File: src/rtl/seq_shift_unit.sv
// ---------------------------------------------------------------------------
// seq_shift_unit
//
// Multi-cycle barrel-shift replacement. An operand is latched on a start
// request and shifted by at most STEP bits per clock until the requested
// amount has been applied. Only the finished value ever reaches data_o.
//
// Parameters
//   WIDTH    data width (power of 2, >= 8)
//   STEP     maximum bits shifted per cycle (power of 2, 1 .. WIDTH/2)
//   SHAMT_W  derived shift-amount width, log2(WIDTH)
//
// Ports
//   clk_i     clock, rising edge
//   rst_i     synchronous active-high reset
//   start_i   begin an operation (honoured in IDLE only)
//   mode_i    00 SLL, 01 SRL, 10 SRA, 11 ROR
//   shamt_i   unsigned shift amount
//   data_i    operand
//   data_o    registered final result
//   busy_o    high while an operation is in flight (SHIFT or DONE)
//   done_o    one-cycle pulse while the result is first presented
// ---------------------------------------------------------------------------
module seq_shift_unit #(
  parameter  int WIDTH   = 32,
  parameter  int STEP    = 1,
  localparam int SHAMT_W = $clog2(WIDTH)
) (
  input  logic               clk_i,
  input  logic               rst_i,
  input  logic               start_i,
  input  logic [1:0]         mode_i,
  input  logic [SHAMT_W-1:0] shamt_i,
  input  logic [WIDTH-1:0]   data_i,
  output logic [WIDTH-1:0]   data_o,
  output logic               busy_o,
  output logic               done_o
);

  typedef enum logic [1:0] {
    IDLE  = 2'd0,
    SHIFT = 2'd1,
    DONE  = 2'd2
  } state_t;

  localparam logic [1:0] MODE_SLL = 2'b00;
  localparam logic [1:0] MODE_SRL = 2'b01;
  localparam logic [1:0] MODE_SRA = 2'b10;
  localparam logic [1:0] MODE_ROR = 2'b11;

  localparam logic [SHAMT_W-1:0] STEP_C  = SHAMT_W'(STEP);
  localparam logic [SHAMT_W:0]   WIDTH_C = (SHAMT_W + 1)'(WIDTH);

  state_t             state;
  logic [WIDTH-1:0]   acc;
  logic [SHAMT_W-1:0] remaining;
  logic [1:0]         mode_r;

  logic [SHAMT_W-1:0] step_n;
  logic [SHAMT_W:0]   rot_back;
  logic [WIDTH-1:0]   acc_next;

  // Bits to move this cycle: a full STEP, or whatever is left on the last
  // partial step so the total never overshoots the requested amount.
  always_comb begin
    step_n   = (remaining < STEP_C) ? remaining : STEP_C;
    rot_back = WIDTH_C - {1'b0, step_n};
  end

  // One step of the latched shift. step_n is never zero while in SHIFT,
  // so the rotate's left-shift amount stays below WIDTH.
  always_comb begin
    acc_next = acc;
    case (mode_r)
      MODE_SLL: acc_next = acc << step_n;
      MODE_SRL: acc_next = acc >> step_n;
      MODE_SRA: acc_next = WIDTH'($signed(acc) >>> step_n);
      MODE_ROR: acc_next = (acc >> step_n) | (acc << rot_back);
      default:  acc_next = acc;
    endcase
  end

  // Control FSM with registered outputs. data_o is written only when
  // entering DONE, so intermediate accumulator values stay hidden.
  always_ff @(posedge clk_i) begin
    if (rst_i) begin
      state     <= IDLE;
      acc       <= '0;
      remaining <= '0;
      mode_r    <= MODE_SLL;
      data_o    <= '0;
      busy_o    <= 1'b0;
      done_o    <= 1'b0;
    end else begin
      case (state)
        IDLE: begin
          done_o <= 1'b0;
          if (start_i) begin
            acc       <= data_i;
            remaining <= shamt_i;
            mode_r    <= mode_i;
            busy_o    <= 1'b1;
            if (shamt_i == '0) begin
              // Nothing to shift: present the operand straight away.
              state  <= DONE;
              data_o <= data_i;
              done_o <= 1'b1;
            end else begin
              state <= SHIFT;
            end
          end
        end

        SHIFT: begin
          acc       <= acc_next;
          remaining <= remaining - step_n;
          if (remaining == step_n) begin
            state  <= DONE;
            data_o <= acc_next;
            done_o <= 1'b1;
          end
        end

        DONE: begin
          state  <= IDLE;
          busy_o <= 1'b0;
          done_o <= 1'b0;
        end

        default: begin
          state  <= IDLE;
          busy_o <= 1'b0;
          done_o <= 1'b0;
        end
      endcase
    end
  end

endmodule

File: config.mk
export PLATFORM = sky130hd
export DESIGN_NAME = seq_shift_unit
export DESIGN_NICKNAME = d
export VERILOG_FILES = /design/src/rtl/seq_shift_unit.sv
export SDC_FILE = /design/constraint.sdc
export NUM_CORES = 1
export LEC_CHECK = 0
export BUFFER_PORTS_ARGS = -buffer_cell sky130_fd_sc_hd__buf_2
export CELL_PAD_IN_SITES_DETAIL_PLACEMENT = 0
export CELL_PAD_IN_SITES_GLOBAL_PLACEMENT = 1
export CORE_MARGIN = 3
export CORE_UTILIZATION = 40
export DETAILED_ROUTE_END_ITERATION = 8
export PLACE_DENSITY = 0.79
export SYNTH_ARGS = -nofsm -noshare
export SYNTH_HDL_FRONTEND = slang
export SYNTH_SLANG_ARGS = --single-unit
export TNS_END_PERCENT = 20
File: constraint.sdc
create_clock -name clk_i -period 3.45 [get_ports clk_i]
set_clock_uncertainty 0.2 [all_clocks]
set_input_delay 0.5175 -clock clk_i [delete_from_list [all_inputs] [get_ports clk_i]]
set_output_delay 0.5175 -clock clk_i [all_outputs]
set_load 0.01 [all_outputs]
==> flow_metrics.py <==
metrics = {
    "global_route": {
        "globalRouteTotalUtil": 0.220,
        "overflow": 0,
        "grt_busiest_layer": "met2",
        "grt_use_met2": 0.380,
        "met3_usage": 0.0420,
        "grt_antenna_before_repair": 0,
        "grt_max_degree": 35,
        "grt_pass1_wl_um": 20900,
        "grt_pass1_vias": 4146,
        "met1_usage": 0.278,
    },
    "cts": {
        "clock_latency_ns": 0.36,
        "cts_root_buf": "clkbuf_8",
        "post_cts_resized": 0,
        "ctsHoldBuffers": 0,
        "cts_tree": "built",
        "clockBufferDepth": 2,
        "cts_buffers": 9,
        "htree_levels": 3,
        "cts.sinks": 75,
        "post_cts_buffers": 0,
        "clk_pin_slew_ns": 0.08,
    },
    "logic_synthesis": {
        "synth-seq-cells": 75,
        "synth_ff_type": "dfxtp_1",
        "synth_area_um2": 4220,
        "synth_nets": 586,
        "yosysUniqueCellTypes": 49,
        "syn_avg_cell_area_um2": 7.79,
        "synth.yosys.seq_area_share": 0.356,
        "yosysWarningCount": 0,
        "synth.most_common_cell": "dfxtp_1",
        "post-synth-top-area-cell": "dfxtp_1",
        "syn_inst": 542,
        "synthArstFlopShare": 0,
        "synth_top_area_frac": 0.356,
        "synth_edf_count": 0,
        "ys_top_cells_by_area": "dfxtp_1 (36%), a211oi_1 (7.6%), a21oi_1 (6.3%)",
        "synth_common_cells": "dfxtp_1 (75), nand2_1 (64), a21oi_1 (53)",
    },
    "hold_path": {
        "hp-start": "mode_i[0]",
        "min_path_type": "in -> reg",
        "hold_end": "mode_r[0]$_SDFFE_PP0P_",
        "min_path_cells": 3,
    },
    "route": {
        "finalWirelength_um": 12900,
        "first_pass_iters": 5,
        "vias": 4360,
        "detail_route.iter0.violations": 278,
        "drt-vias-per-instance": 6.00,
        "avgRoutedWirePerCell_um": 17.7,
        "drc": 0,
        "antenna_violating_nets_post_route": 0,
    },
    "critical_path": {
        "critPathLaunch": "remaining[4]$_SDFFE_PP0P_",
        "crit_required_ns": 3.51,
        "cpPeakStageDelay_ns": 0.58,
        "worst_r2r_path_depth": 10,
        "reg2reg_from": "remaining[4]$_SDFFE_PP0P_",
        "endpoint_kind": "register",
        "reg2reg_setup_slack_ns": 0.46,
        "crit_chain": "or4_1 > nand2_1 > ha_1 > inv_1 > o41ai_1 > buf_4 > o211a_1 > buf_4 > nor2_1 > a211oi_1",
        "r2r-end": "data_o[26]$_SDFFE_PP0P_",
        "start_kind": "register",
        "worst_path_most_repeated_cell": "buf_4",
        "crit_path_max_fanout": 31,
        "crit_type": "reg -> reg",
        "crit_arrival_ns": 3.06,
        "cp_slowest_cell": "or4_1",
    },
    "die": {
        "die_w_um": 109,
        "initial_core_util": 0.422,
        "core_area_um2": 10000,
        "rows": 36,
        "die-area_um2": 11800,
        "io_pins": 76,
        "dieHeight_um": 109,
    },
    "sta": {
        "max_freq_mhz": 334,
        "relSlewSlack": 0.409,
        "finalSetupTns_ns": 0,
        "slew_violations": 0,
        "finalCritPeriodShare": 0.867,
        "min_period_ns": 2.99,
        "finalHoldViolations": 0,
        "setup_viol": 0,
        "worstMarginPinSlew_ns": 0.886,
        "rsz0062_at_grt": "false",
    },
    "place": {
        "detailed_place_hpwl_um": 8930,
        "portBuffers": 75,
        "finalWeightedCongestion": 0.884,
    },
    "pwr": {
        "p_leak_uw": 0.00185,
        "switchingPower_uw": 1020,
        "ir_drop_v": 0.000277,
        "p_total_uw": 2850,
        "combPwrFrac": 0.314,
        "pwr-share-seq": 0.390,
        "p_int_uw": 1830,
        "switching_share": 0.357,
        "powerDensity_nw_per_um2": 579,
        "pwr-share-clk": 0.296,
    },
    "final_layout": {
        "layout-drive-gt1-share": 0.224,
        "multiInputGateArea_um2": 2460,
        "n_fill_cell": 1041,
        "n_antenna_cell": 0,
        "area_growth_pct": 16.6,
        "regArea_um2": 1500,
        "finalNetCount": 633,
        "utilization": 0.492,
    },
    "job": {
        "drv_cap": 0,
    },
    "status": {
        "status": "completed",
    },
}
-- state kept, by name (all words and copies together) (netlist names) --
signal	count
mode_r	2
busy_o	1
acc	32
done_o	1
state	2
remaining	5
data_o	32
-- placed cells by master (no fill, tap or decap), types with 3 or more instances in the layout --
| cell | netlist | final |
|---|---|---|
| dfxtp_1 | 75 | 75 |
| buf_2 | 9 | 75 |
| nand2_1 | 64 | 64 |
| a21oi_1 | 53 | 53 |
| nor2_1 | 50 | 49 |
| a211oi_1 | 43 | 43 |
| o211ai_1 | 33 | 33 |
| mux2_2 | 19 | 19 |
| buf_4 | 0 | 19 |
| a311oi_1 | 18 | 18 |
| nor3_1 | 17 | 17 |
| a31oi_1 | 16 | 16 |
| o22ai_1 | 14 | 14 |
| o21ai_1 | 14 | 14 |
| clkbuf_8 | 0 | 10 |
| o21ai_0 | 8 | 8 |
| mux2i_1 | 8 | 8 |
| inv_1 | 6 | 6 |
| nand3_1 | 5 | 5 |
| or4_1 | 4 | 4 |
| a22oi_1 | 4 | 4 |
| bufinv_16 | 0 | 3 |
-- power groups by stage --
stage	logic [µW]	registers, µW	clock network, µW
5_1_grt	989	1130	897
4_1_cts	892	1110	857
3_3_place_gp	870	1120	0
6_report	893	1110	842
3_5_place_dp	888	1130	0
2_1_floorplan	656	1090	0
-- critical path, delay by kind of cell (launching register included) --
| kind | cells | cell delay, ns |
|---|---|---|
| AOI/OAI and AO/OA | 3 | 0.74 |
| and+or+nand+nor | 3 | 0.79 |
| adders and majority gates | 1 | 0.18 |
| DFF | 1 | 0.40 |
| buffers and inverters | 3 | 0.57 |
-- kinds of logic (layout without fill, tap and decap cells) --
| logic type | count (synthesis) | after routing | synth area share |
|---|---|---|---|
| buffers and inverters | 65 | 117 | 0.0626 |
| other | 1 | 1 | 0.000889 |
| AOI/OAI and AO/OA | 214 | 214 | 0.336 |
| adders and majority gates | 2 | 2 | 0.00593 |
| and+or+nand+nor | 157 | 157 | 0.167 |
| muxes | 28 | 28 | 0.0723 |
| DFF | 75 | 75 | 0.356 |
-- routing by layer --
metal / part of all wire / vias to the layer above / routed length, µm
met5: 0 / - / 0
met3: 0.052 / 15 / 664
met4: 0.012 / 0 / 157
met2: 0.49 / 140 / 6360
li1: - / 2135 / -
met1: 0.44 / 2070 / 5710
-- final cells by class --
| type | instances | share of cell area |
|---|---|---|
| inverters | 7 | 0.00559 |
| clock buffers | 12 | 0.0295 |
| clock inverters | 4 | 0.0198 |
| multi-input cells | 402 | 0.501 |
| flip-flops and latches | 75 | 0.305 |
| repair buffers | 94 | 0.105 |
| well taps | 133 | 0.0338 |
-- through the flow --
| step | cells | hold slack (ns) | worst slack (ns) | area, µm² |
|---|---|---|---|---|
| 6_report | 727 | 0.213 | 0.458 | 4920 |
| 5_1_grt | 727 | 0.256 | 0.251 | 4920 |
| 4_1_cts | 727 | 0.209 | 0.419 | 4920 |
| 3_5_place_dp | 711 | 0.244 | 0.440 | 4680 |
| 3_3_place_gp | 711 | 0.240 | 0.523 | 4680 |
| 2_1_floorplan | 542 | 0.258 | 0.250 | 4220 |
-- worst max-delay path by stage --
stage	endpoint	slack (ns)
floorplan	data_o[20]$_SDFFE_PP0P_	0.25
global placement	data_o[10]$_SDFFE_PP0P_	0.52
detailed placement	data_o[26]$_SDFFE_PP0P_	0.44
CTS	data_o[26]$_SDFFE_PP0P_	0.42
global route	data_o[27]$_SDFFE_PP0P_	0.25
finish	data_o[26]$_SDFFE_PP0P_	0.46
Power figures use the tool's default switching activity.
